==> src/rtl/ppu_compose.sv <==
// Two-stage PPU pixel compositor: merges background and prioritised sprite pixels,
// tracks sprite-0 hit (enabled by `define PPU_SPR0_HIT_EN) and muxes the VRAM address bus.
module ppu_compose #(
    parameter int NUM_SPR         = 8,
    parameter int PIX_W           = 4,
    parameter int X_W             = 10,
    parameter int Y_W             = 10,
    parameter int SPR_FETCH_START = 256,
    parameter int SPR_FETCH_END   = 320,
    parameter int PRERENDER_LINE  = 261
) (
    input  logic                     clk,
    input  logic                     reset,
    input  logic [X_W-1:0]           x_idx,
    input  logic [Y_W-1:0]           scanline,
    input  logic                     show_bg,
    input  logic                     show_spr,
    input  logic                     bg_left_en,
    input  logic                     spr_left_en,
    input  logic [PIX_W-1:0]         bg_pixel,
    input  logic [NUM_SPR*PIX_W-1:0] spr_pixel,
    input  logic [NUM_SPR-1:0]       spr_behind,
    input  logic                     spr0_present,
    input  logic [15:0]              bg_VRAM_addr,
    input  logic [15:0]              spr_VRAM_addr,
    output logic [15:0]              VRAM_addr,
    output logic [PIX_W:0]           pixel,
    output logic                     pixel_valid,
    output logic                     spr0_hit
);

    localparam logic [X_W-1:0] LEFT_COL_END = X_W'(8);
    localparam logic [X_W-1:0] VIS_X_END    = X_W'(256);
    localparam logic [Y_W-1:0] VIS_Y_END    = Y_W'(240);
    localparam logic [X_W-1:0] FETCH_LO     = X_W'(SPR_FETCH_START);
    localparam logic [X_W-1:0] FETCH_HI     = X_W'(SPR_FETCH_END);

    // ---------------------------------------------------------------
    // Input-side masking and opacity
    // ---------------------------------------------------------------
    logic               left_col;
    logic               bg_on;
    logic               spr_on;
    logic               bg_opq;
    logic [NUM_SPR-1:0] spr_opq;
    logic               vis;

    assign left_col = (x_idx < LEFT_COL_END);
    assign bg_on    = show_bg  & ~(left_col & ~bg_left_en);
    assign spr_on   = show_spr & ~(left_col & ~spr_left_en);
    assign bg_opq   = bg_on & (|bg_pixel[1:0]);
    assign vis      = (x_idx < VIS_X_END) && (scanline < VIS_Y_END);

    generate
        for (genvar gi = 0; gi < NUM_SPR; gi++) begin : g_spr_opq
            assign spr_opq[gi] = spr_on & (|spr_pixel[gi*PIX_W +: 2]);
        end
    endgenerate

    // Lowest index wins: scan downwards so the last hit is the highest priority.
    logic [PIX_W-1:0] win_pix;
    logic             win_behind;

    always_comb begin
        win_pix    = '0;
        win_behind = 1'b0;
        for (int k = NUM_SPR - 1; k >= 0; k--) begin
            if (spr_opq[k]) begin
                win_pix    = spr_pixel[k*PIX_W +: PIX_W];
                win_behind = spr_behind[k];
            end
        end
    end

    // ---------------------------------------------------------------
    // Stage 1 registers. Masked-out sources are stored as 0 so stage 2
    // can rederive opacity from the low bits alone.
    // ---------------------------------------------------------------
    logic [PIX_W-1:0] s1_spr_pix_reg;
    logic             s1_spr_behind_reg;
    logic [PIX_W-1:0] s1_bg_pix_reg;
    logic             s1_vis_reg;

    always_ff @(posedge clk or negedge reset) begin
        if (!reset) begin
            s1_spr_pix_reg    <= '0;
            s1_spr_behind_reg <= 1'b0;
            s1_bg_pix_reg     <= '0;
            s1_vis_reg        <= 1'b0;
        end else begin
            s1_spr_pix_reg    <= win_pix;
            s1_spr_behind_reg <= win_behind;
            s1_bg_pix_reg     <= bg_opq ? bg_pixel : '0;
            s1_vis_reg        <= vis;
        end
    end

    // ---------------------------------------------------------------
    // Stage 2: result selection
    // ---------------------------------------------------------------
    logic           s2_spr_opq;
    logic           s2_bg_opq;
    logic [PIX_W:0] pixel_next;
    logic [PIX_W:0] pixel_reg;
    logic           pixel_valid_reg;

    assign s2_spr_opq = |s1_spr_pix_reg[1:0];
    assign s2_bg_opq  = |s1_bg_pix_reg[1:0];

    always_comb begin
        pixel_next = '0;
        if (s1_vis_reg) begin
            if (s2_spr_opq && (!s1_spr_behind_reg || !s2_bg_opq)) begin
                pixel_next = {1'b1, s1_spr_pix_reg};
            end else if (s2_bg_opq) begin
                pixel_next = {1'b0, s1_bg_pix_reg};
            end
        end
    end

    always_ff @(posedge clk or negedge reset) begin
        if (!reset) begin
            pixel_reg       <= '0;
            pixel_valid_reg <= 1'b0;
        end else begin
            pixel_reg       <= pixel_next;
            pixel_valid_reg <= s1_vis_reg;
        end
    end

    assign pixel       = pixel_reg;
    assign pixel_valid = pixel_valid_reg;

    // ---------------------------------------------------------------
    // Sprite-0 hit
    // ---------------------------------------------------------------
`ifdef PPU_SPR0_HIT_EN
    logic s1_spr0_cand_reg;
    logic s1_x_last_reg;
    logic hit_clear;
    logic hit_set;
    logic spr0_hit_reg;
    logic spr0_hit_next;

    // Channel 0 counts regardless of whether it won or sits behind the background.
    always_ff @(posedge clk or negedge reset) begin
        if (!reset) begin
            s1_spr0_cand_reg <= 1'b0;
            s1_x_last_reg    <= 1'b0;
        end else begin
            s1_spr0_cand_reg <= spr0_present & spr_opq[0] & bg_opq;
            s1_x_last_reg    <= (x_idx == X_W'(255));
        end
    end

    assign hit_clear = (scanline == Y_W'(PRERENDER_LINE)) && (x_idx == X_W'(1));
    assign hit_set   = s1_vis_reg & s1_spr0_cand_reg & ~s1_x_last_reg;

    always_comb begin
        spr0_hit_next = spr0_hit_reg;
        if (hit_clear) begin
            spr0_hit_next = 1'b0;
        end else if (hit_set) begin
            spr0_hit_next = 1'b1;
        end
    end

    always_ff @(posedge clk or negedge reset) begin
        if (!reset) begin
            spr0_hit_reg <= 1'b0;
        end else begin
            spr0_hit_reg <= spr0_hit_next;
        end
    end

    assign spr0_hit = spr0_hit_reg;
`else
    logic unused_spr0_inputs;
    assign unused_spr0_inputs = &{1'b0, spr0_present};
    assign spr0_hit           = 1'b0;
`endif

    // ---------------------------------------------------------------
    // VRAM bus arbitration, combinational so the switch lands on the boundary dot
    // ---------------------------------------------------------------
    always_comb begin
        VRAM_addr = bg_VRAM_addr;
        if ((x_idx >= FETCH_LO) && (x_idx < FETCH_HI)) begin
            VRAM_addr = spr_VRAM_addr;
        end
    end

endmodule

==> config.mk <==
export PLATFORM = sky130hd
export DESIGN_NAME = ppu_compose
export DESIGN_NICKNAME = d
export VERILOG_FILES = /design/src/rtl/ppu_compose.sv
export SDC_FILE = /design/constraint.sdc
export NUM_CORES = 1
export LEC_CHECK = 0
export BUFFER_PORTS_ARGS = -buffer_cell sky130_fd_sc_hd__buf_4
export CAP_MARGIN = 0
export CELL_PAD_IN_SITES_DETAIL_PLACEMENT = 0
export CELL_PAD_IN_SITES_GLOBAL_PLACEMENT = 2
export CORE_UTILIZATION = 16
export CTS_CLUSTER_SIZE = 10
export DETAILED_ROUTE_END_ITERATION = 12
export GPL_TIMING_DRIVEN = 0
export PLACE_DENSITY_LB_ADDON = 0.2
export SYNTH_ARGS = -nofsm -noshare
export SYNTH_HDL_FRONTEND = slang
export SYNTH_SLANG_ARGS = --single-unit
==> constraint.sdc <==
create_clock -name clk -period 1.8 [get_ports clk]
set_clock_uncertainty 0.15 [all_clocks]
set_input_delay 0.27 -clock clk [delete_from_list [all_inputs] [get_ports clk]]
set_output_delay 0.27 -clock clk [all_outputs]
set_load 0.02 [all_outputs]
==> flow_summary.json, run 1 <==
{
  "status": "finished with violations",
  "violations": "negative setup slack",
  "path_cells": "buf_8, nor4b_4, buf_4, buf_6, mux2_4, buf_6",
  "async_flop_share_pct": 100,
  "synth_commonest_cells": "17 x nor2_1, 16 x dfrtp_1, 16 x mux2_2, 16 x o21ai_0",
  "path_delay_family": "buffers and inverters",
  "grtUsageMet2_pct": 19.0,
  "path_class": "input port to output port",
  "largest_reg_flops": 5,
  "fp.dieW_microns": 88.0,
  "whs_ns": 0.0774,
  "path_max_fanout": 5,
  "io_buffers": 116,
  "initial_core_util_pct": 16.9,
  "crit_buf_inv": 4,
  "syn2layout_area_growth_pct": 104,
  "clock_latency_ns": 0.25,
  "rows": 30,
  "power_density_nw_per_um2": 469,
  "synth_area_sq_um": 1180,
  "synth_area_leaders": "dfrtp_1 34%, mux2_2 15%, o21ai_0 6.8%",
  "rsz0062_at_grt": "true",
  "synthCells": 135,
  "vias": 1481,
  "critPathRequiredTime_ns": 1.38,
  "root_buffer": "clkbuf_8",
  "vdd_drop_max_v": 0.000183,
  "layout-drive-gt1-share_pct": 55.8,
  "cp-end-kind": "output port",
  "nNetsFinal": 364,
  "synthDistinctLibCells": 37,
  "grtUsageTotal_pct": 11.6,
  "dp.final_hpwl_mm": 3.96,
  "wl_per_cell_microns": 13.6,
  "post-route-min-period_ns": 1.80,
  "fin_crit_sh_pct": 100,
  "drt_first_pass_iters": 4,
  "layout_setup_ws_ns": -0.00430,
  "crit_slowest_cell": "mux2_4",
  "yosysWarnings": 0,
  "post-synth-top-area-cell": "dfrtp_1",
  "cpPeakStageDelay_ns": 0.31,
  "hold_viol_final": 0,
  "ff_latch_area_sq_um": 400,
  "synth_most_common_cell": "nor2_1",
  "cts_sinks": 16,
  "synth_seq_cells": 16,
  "gr-usage-met1_pct": 15.1,
  "fin_util_pct": 34.5,
  "top_usage_layer": "met2",
  "drv_cap": 0,
  "fillCellCount": 750,
  "vias_per_cell": 4.16,
  "clk_path_buf_depth": 2,
  "grt_max_degree": 17,
  "ant_nets": 0,
  "io_pins": 126,
  "dieArea_sq_um": 7740,
  "globalRouteOverflowTotal": 0,
  "cp-start-kind": "input port",
  "syn_nets": 238,
  "ys.flop_type": "dfrtp_1",
  "gp_congestion": 0.728,
  "wirelength_mm": 4.84,
  "grt_pass1_wl_mm": 6.82,
  "num_antenna_cells": 0,
  "path_common_cell": "buf_6",
  "die_h_microns": 88.0,
  "p_leak_nw": 1.17,
  "grt_use_met3_pct": 1.89,
  "hold_path.class": "input port to register",
  "synth-edff-count": 0,
  "clkTransAtPathRegs_ns": 0.06,
  "seq_area_frac_synth_pct": 33.9,
  "grt_pass1_vias": 1440,
  "drt_iter0_markers": 21,
  "fmax_ghz": 0.554,
  "htreeDepth": 1,
  "antenna_found_initial": 0,
  "arrival_ns": 1.38,
  "maxSlewViolCount": 0,
  "setup_viol": 4,
  "cts_tree": "done",
  "drcViolationCount": 0,
  "avgSynthCellArea_sq_um": 8.76,
  "multi_input_area_sq_um": 793,
  "cts_buffers": 3,
  "core_sq_um": 6980,
  "synth_top_area_share_pct": 33.9
}
==> power breakdown <==
part / total, mW / switching (mW) / internal (mW)
Combinational: 0.432 / 0.172 / 0.260
Sequential: 0.385 / 0.0101 / 0.375
Clock: 0.313 / 0.119 / 0.194
Total: 1.13 / 0.301 / 0.829
==> through the flow <==
stage | setup TNS, ns | cell area [sq um] | instances | total power [mW] | setup slack [ns]
finish | -0.00515 | 2410 | 356 | 1.13 | -0.00430
global route | -0.515 | 2410 | 356 | 1.19 | -0.0504
CTS | 0 | 2380 | 356 | 1.14 | 0.000357
detailed placement | -3.36 | 2170 | 347 | 0.778 | -0.282
global placement | -3.72 | 2170 | 347 | 0.779 | -0.302
floorplan | 0 | 1180 | 135 | 0.532 | 0.0820
==> cells in the final DEF (no fill, tap or decap), types with 2 or more instances in the layout <==
cell,instances
o21a_1,3
o31a_1,3
o221ai_1,2
o21ai_0,16
clkbuf_8,4
and2_1,2
a31oi_1,2
mux2i_1,2
dfrtp_1,16
mux2_4,16
o211ai_1,2
nor2_1,17
inv_1,8
a211oi_1,3
nand2_1,6
a21oi_1,8
nor3_1,6
buf_4,100
buf_6,21
nor4_1,3
==> worst paths after layout <==
path                                        startpoint                          end  slack (ns)  cells after the start
setup / recovery                              x_idx[9]                 VRAM_addr[8]      -0.004                      6
hold / removal                             scanline[6]         s1_vis_reg$_DFF_PN0_        0.08                      2
setup reg to reg           s1_spr_pix_reg[0]$_DFF_PN0_           pixel[2]$_DFF_PN0_        0.42                      3
hold reg to reg                   s1_vis_reg$_DFF_PN0_        pixel_valid$_DFF_PN0_        0.23                      0
max in group asynchronous                        reset           pixel[2]$_DFF_PN0_        1.06                      2
min in group asynchronous                        reset  s1_spr_pix_reg[3]$_DFF_PN0_        0.27                      2
==> worst register-to-register path, cell delays in order (launching register included) <==
cell,delay [ns]
dfrtp_1,0.40
o21ai_0,0.42
mux2i_1,0.24
nor2_1,0.06
==> area by class of cell <==
cell class              count  share of cell area, %
well taps                  96                   4.98
flip-flops and latches     16                   16.6
multi-input cells         109                   32.9
clock buffers               4                   2.28
repair buffers            121                   41.2
plain buffers               2                  0.778
inverters                   8                   1.25
==> cells by family after synthesis <==
logic type / Yosys count / share of synthesized area, %
other: 1 / 0.317
AOI/OAI and AO/OA: 49 / 26.8
buffers and inverters: 10 / 4.13
muxes: 18 / 16.9
DFF: 16 / 33.9
and+or+nand+nor: 41 / 18.0
==> timing repair <==
action	in CTS	in global routing
pin swaps	1	0
setup endpoints to repair	16	16
cloned	1	0
resized for setup	32	7
buffers inserted	3	0
endpoints found under the hold margin	16	0
hold buffers	1	0
==> layer usage <==
metal / vias to the layer above / wire length [microns] / share of wire [%]
met1: 666 / 2030 / 42
met4: 0 / 104 / 2.1
met3: 11 / 216 / 4.5
met2: 47 / 2490 / 51
met5: - / 0 / 0
li1: 757 / - / -
Note: power is estimated with default switching activity, not from simulation.
==> run 2, diff against run 1 <==
--- a/config.mk
+++ b/config.mk
@@ -13,7 +13,7 @@
 export CTS_CLUSTER_SIZE = 10
 export DETAILED_ROUTE_END_ITERATION = 12
 export GPL_TIMING_DRIVEN = 0
-export PLACE_DENSITY_LB_ADDON = 0.2
+export PLACE_DENSITY = 0.75
 export SYNTH_ARGS = -nofsm -noshare
 export SYNTH_HDL_FRONTEND = slang
 export SYNTH_SLANG_ARGS = --single-unit
==> flow_summary.json, run 2 (same netlist as run 1, synthesis figures left out) <==
{
  "status": "completed",
  "vdd_drop_max_v": 0.000206,
  "hold_viol_final": 0,
  "root_buffer": "clkbuf_8",
  "dp.cells": 347,
  "maxSlewViolCount": 0,
  "multi_input_area_sq_um": 793,
  "critPathRequiredTime_ns": 1.38,
  "drcViolationCount": 0,
  "ant_nets": 0,
  "vias": 1459,
  "grtUsageTotal_pct": 10.6,
  "syn2layout_area_growth_pct": 103,
  "grt_pass1_vias": 1342,
  "gp_congestion": 0.738,
  "cts_buffers": 3,
  "p_clk_share_pct": 27.1,
  "p_int_uw": 828,
  "core_sq_um": 6980,
  "io_buffers": 116,
  "clkTransAtPathRegs_ns": 0.06,
  "drv_cap": 0,
  "wl_per_cell_microns": 12.9,
  "final.setup.tns_ns": 0,
  "nNetsFinal": 363,
  "p_leak_nw": 1.17,
  "drt_first_pass_iters": 4,
  "clock_latency_ns": 0.24,
  "grtUsageMet2_pct": 16.8,
  "cp-end-kind": "output port",
  "fp.dieW_microns": 88.0,
  "dieArea_sq_um": 7740,
  "grt_use_met3_pct": 2.45,
  "final_cell_mix": "100 x buf_4, 19 x buf_6, 17 x nor2_1",
  "swShare_pct": 25.6,
  "gr-usage-met1_pct": 14.7,
  "rows": 30,
  "path_max_fanout": 5,
  "fmax_ghz": 0.556,
  "die_h_microns": 88.0,
  "fin_crit_sh_pct": 100,
  "htreeDepth": 1,
  "fillCellCount": 778,
  "ff_latch_area_sq_um": 400,
  "worst_pin_slew_ns": 0.498,
  "whs_ns": 0.0686,
  "path_class": "input port to output port",
  "largest_reg_flops": 5,
  "power_density_nw_per_um2": 463,
  "switching_power_uw": 286,
  "grt_pass1_wl_mm": 6.34,
  "dp.final_hpwl_mm": 3.81,
  "post-route-min-period_ns": 1.80,
  "hold_path.class": "input port to register",
  "initial_core_util_pct": 16.9,
  "relSlewSlack_pct": 66.5,
  "setup_viol": 0,
  "clk_path_buf_depth": 2,
  "mostFrequentLayoutCell": "buf_4",
  "io_pins": 126,
  "globalRouteOverflowTotal": 0,
  "grt_max_degree": 17,
  "comb_power_share_pct": 38.3,
  "arrival_ns": 1.38,
  "cp-start-kind": "input port",
  "wirelength_mm": 4.57,
  "num_antenna_cells": 0,
  "layout-drive-gt1-share_pct": 55.6,
  "cts_tree": "done",
  "p_seq_share_pct": 34.6,
  "cts_sinks": 16,
  "stdcell_count": 355,
  "top_usage_layer": "met2",
  "rsz0062_at_grt": "true",
  "vias_per_cell": 4.11,
  "antenna_found_initial": 0,
  "drt_iter0_markers": 54
}
[run 2: worst paths after layout]
path	startpoint	endpoint	slack [ns]	cells past startpoint
max in group asynchronous	reset	s1_spr_behind_reg$_DFF_PN0_	1.07	2
min reg2reg	s1_vis_reg$_DFF_PN0_	pixel_valid$_DFF_PN0_	0.23	0
max	x_idx[7]	VRAM_addr[7]	0.0006	6
min	scanline[6]	s1_vis_reg$_DFF_PN0_	0.07	2
max reg2reg	s1_spr_pix_reg[0]$_DFF_PN0_	pixel[3]$_DFF_PN0_	0.37	3
min in group asynchronous	reset	pixel[1]$_DFF_PN0_	0.26	2
[run 2: power groups by stage]
| stage | sequential, mW | combinational (mW) | clock (mW) |
|---|---|---|---|
| global placement | 0.392 | 0.382 | 0 |
| global route | 0.389 | 0.461 | 0.331 |
| floorplan | 0.392 | 0.140 | 0 |
| CTS | 0.386 | 0.408 | 0.311 |
| detailed placement | 0.392 | 0.383 | 0 |
| finish | 0.386 | 0.426 | 0.302 |
[run 2: per-stage QoR]
stage | power, mW | utilization [%] | instance area [sq um] | worst slack, ns
2_1_floorplan | 0.532 | - | 1180 | 0.0820
4_1_cts | 1.10 | 33.1 | 2310 | -0.0356
3_5_place_dp | 0.775 | 31.1 | 2170 | -0.280
6_report | 1.11 | 34.4 | 2400 | 0.000628
5_1_grt | 1.18 | 34.4 | 2400 | -0.0282
3_3_place_gp | 0.774 | 31.1 | 2170 | -0.302
[run 2: per-layer routing]
metal / up-vias / wire length [microns]
li1: 756 / -
met1: 660 / 2040
met2: 41 / 2290
met3: 2 / 219
met4: 0 / 11
met5: - / 0
[run 2: cell type report]
cell class	instances	area share, %
clock buffer	4	2.29
timing repair buffer	120	41.0
tap	96	5.00
buffer	2	0.781
multi-input combinational	109	33.0
inverter	8	1.25
sequential	16	16.7
[run 2: what timing repair did]
action                     in CTS  in global routing
hold buffers                    1                  0
setup endpoints to repair      16                 16
pin swaps                       1                  1
gates cloned                    0                  1
hold endpoints to repair       16                  0
buffers inserted                1                  1
resized for setup              18                 21
[run 2: worst max-delay path: stages]
cell and delay (ns):
buf_8 0.10, nor4b_4 0.24, buf_4 0.18, buf_6 0.14, mux2_4 0.31, buf_6 0.13
==> run 3, diff against run 2 <==
==> config.mk (replaced) <==
export PLATFORM = sky130hd
export DESIGN_NAME = ppu_compose
export DESIGN_NICKNAME = d
export VERILOG_FILES = /design/src/rtl/ppu_compose.sv
export SDC_FILE = /design/constraint.sdc
export NUM_CORES = 1
export LEC_CHECK = 0
export CAP_MARGIN = 0
export CELL_PAD_IN_SITES_DETAIL_PLACEMENT = 0
export CELL_PAD_IN_SITES_GLOBAL_PLACEMENT = 2
export CORE_UTILIZATION = 29
export CTS_CLUSTER_SIZE = 10
export DETAILED_ROUTE_END_ITERATION = 12
export DONT_BUFFER_PORTS = 1
export GPL_TIMING_DRIVEN = 0
export PLACE_DENSITY = 0.74
export SYNTH_ARGS = -nofsm -noshare
export SYNTH_HDL_FRONTEND = slang
export SYNTH_SLANG_ARGS = --single-unit
==> flow_summary.json, run 3 (same netlist as run 1, synthesis figures left out) <==
{
  "clk_path_buf_depth": 2,
  "p_leak_nw": 0.529,
  "critPathRequiredTime_ns": 1.38,
  "final_cell_mix": "17 x nor2_1, 16 x o21ai_0, 16 x mux2_2, 16 x dfrtp_1",
  "path_max_fanout": 6,
  "largest_reg_flops": 5,
  "final.setup.tns_ns": 0,
  "grt_max_degree": 17,
  "grt_pass1_vias": 1052,
  "cts_buffers": 3,
  "rsz0062_at_grt": "false",
  "core_sq_um": 3770,
  "reg2regPathDepth": 3,
  "status": "completed",
  "p_seq_share_pct": 44.9,
  "maxSlewViolCount": 0,
  "layout-drive-gt1-share_pct": 18.1,
  "power_density_nw_per_um2": 643,
  "clock_latency_ns": 0.24,
  "antenna_found_initial": 0,
  "worst_pin_slew_ns": 0.676,
  "fmax_ghz": 0.626,
  "rows": 22,
  "swShare_pct": 25.6,
  "fp.dieW_microns": 65.9,
  "io_pins": 126,
  "wirelength_mm": 3.38,
  "drv_cap": 0,
  "cts_sinks": 16,
  "arrival_ns": 1.18,
  "reg2reg_from": "s1_spr_pix_reg[0]$_DFF_PN0_",
  "grtUsageTotal_pct": 14.7,
  "p_clk_share_pct": 35.2,
  "root_buffer": "clkbuf_8",
  "die_h_microns": 65.9,
  "hold_path.class": "input port to register",
  "critPathLaunch": "x_idx[9]",
  "drcViolationCount": 0,
  "num_antenna_cells": 0,
  "cpPeakStageDelay_ns": 0.40,
  "post-route-min-period_ns": 1.60,
  "grt_pass1_wl_mm": 4.84,
  "cp-end-kind": "output port",
  "crit_slowest_cell": "mux2_2",
  "ant_nets": 0,
  "drt_iter0_markers": 21,
  "switching_power_uw": 222,
  "cts_tree": "done",
  "comb_power_share_pct": 19.9,
  "vias": 1085,
  "path_class": "input port to output port",
  "fin_crit_sh_pct": 88.7,
  "drt_first_pass_iters": 4,
  "relSlewSlack_pct": 54.8,
  "mostFrequentLayoutCell": "nor2_1",
  "vias_per_cell": 5.65,
  "cp-start-kind": "input port",
  "wl_per_cell_microns": 17.6,
  "hold_viol_final": 0,
  "htreeDepth": 1,
  "initial_core_util_pct": 31.4,
  "nNetsFinal": 248,
  "p_int_uw": 643,
  "setup_viol": 0,
  "endpoint": "VRAM_addr[3]",
  "dp.cells": 183,
  "reg2reg_to": "pixel[2]$_DFF_PN0_",
  "stdcell_count": 192,
  "syn2layout_area_growth_pct": 13.8,
  "path_cells": "nor4b_4, buf_4, mux2_2",
  "clkTransAtPathRegs_ns": 0.06,
  "gp_congestion": 0.777,
  "io_buffers": 0,
  "r2r_slack_ns": 0.44,
  "dieArea_sq_um": 4340,
  "vdd_drop_max_v": 0.000236,
  "globalRouteOverflowTotal": 0,
  "dp.final_hpwl_mm": 2.88
}
-- run 3: worst min-delay path by stage --
stage / startpoint / end / cells after the start / slack (ns)
final: bg_pixel[1] / s1_bg_pix_reg[1]$_DFF_PN0_ / 1 / 0.006
after global routing: bg_pixel[1] / s1_bg_pix_reg[1]$_DFF_PN0_ / 1 / 0.001
after CTS: scanline[6] / s1_vis_reg$_DFF_PN0_ / 1 / 0.001
after detailed placement: reset / pixel[0]$_DFF_PN0_ / 0 / -0.18
after global placement: reset / pixel[1]$_DFF_PN0_ / 0 / -0.18
after floorplan: reset / pixel[0]$_DFF_PN0_ / 0 / -0.18
-- run 3: per-layer routing --
layer,global-route usage (%),up-vias,part of all wire [%]
li1,-,523,-
met2,22.4,53,49
met4,6.79,0,1.7
met5,0,-,0
met1,19.6,503,42
met3,3.28,6,6.8
-- run 3: repair_timing --
| item | CTS | global route |
|---|---|---|
| setup endpoints to repair | 1 | 0 |
| resized for setup | 0 | 0 |
| hold buffers | 3 | 1 |
| buffers inserted | 1 | 0 |
| hold endpoints to repair | 18 | 1 |
-- run 3: power by group through the flow --
| stage | clock, mW | sequential [mW] | combinational, mW |
|---|---|---|---|
| floorplan | 0 | 0.392 | 0.140 |
| global placement | 0 | 0.395 | 0.159 |
| detailed placement | 0 | 0.395 | 0.160 |
| CTS | 0.314 | 0.389 | 0.173 |
| global route | 0.329 | 0.391 | 0.189 |
| finish | 0.304 | 0.389 | 0.172 |
-- run 3: through the flow --
step | total power, mW | setup slack [ns] | hold slack (ns) | instance area [sq um] | utilization, %
after global placement | 0.553 | 0.0345 | -0.175 | 1240 | 32.9
after floorplan | 0.532 | 0.0820 | -0.176 | 1180 | -
final | 0.865 | 0.203 | 0.00550 | 1350 | 35.7
after detailed placement | 0.555 | 0.00161 | -0.175 | 1240 | 32.9
after global routing | 0.909 | 0.170 | 0.00104 | 1350 | 35.7
after CTS | 0.876 | 0.204 | 0.00130 | 1340 | 35.4
-- run 3: worst max-delay path, delay by kind of cell --
| family | cells | cell delay [ns] |
|---|---|---|
| mux | 1 | 0.40 |
| simple gates | 1 | 0.30 |
| buf+inv | 1 | 0.20 |
-- run 3: final cells by class --
type                       count  area [sq um]
fill                         383          2430
multi-input combinational    109           733
timing repair buffer           5          47.5
sequential                    16           400
buffer                         2          18.8
tap                           48          60.1
clock buffer                   4          55.1
inverter                       8          30.0
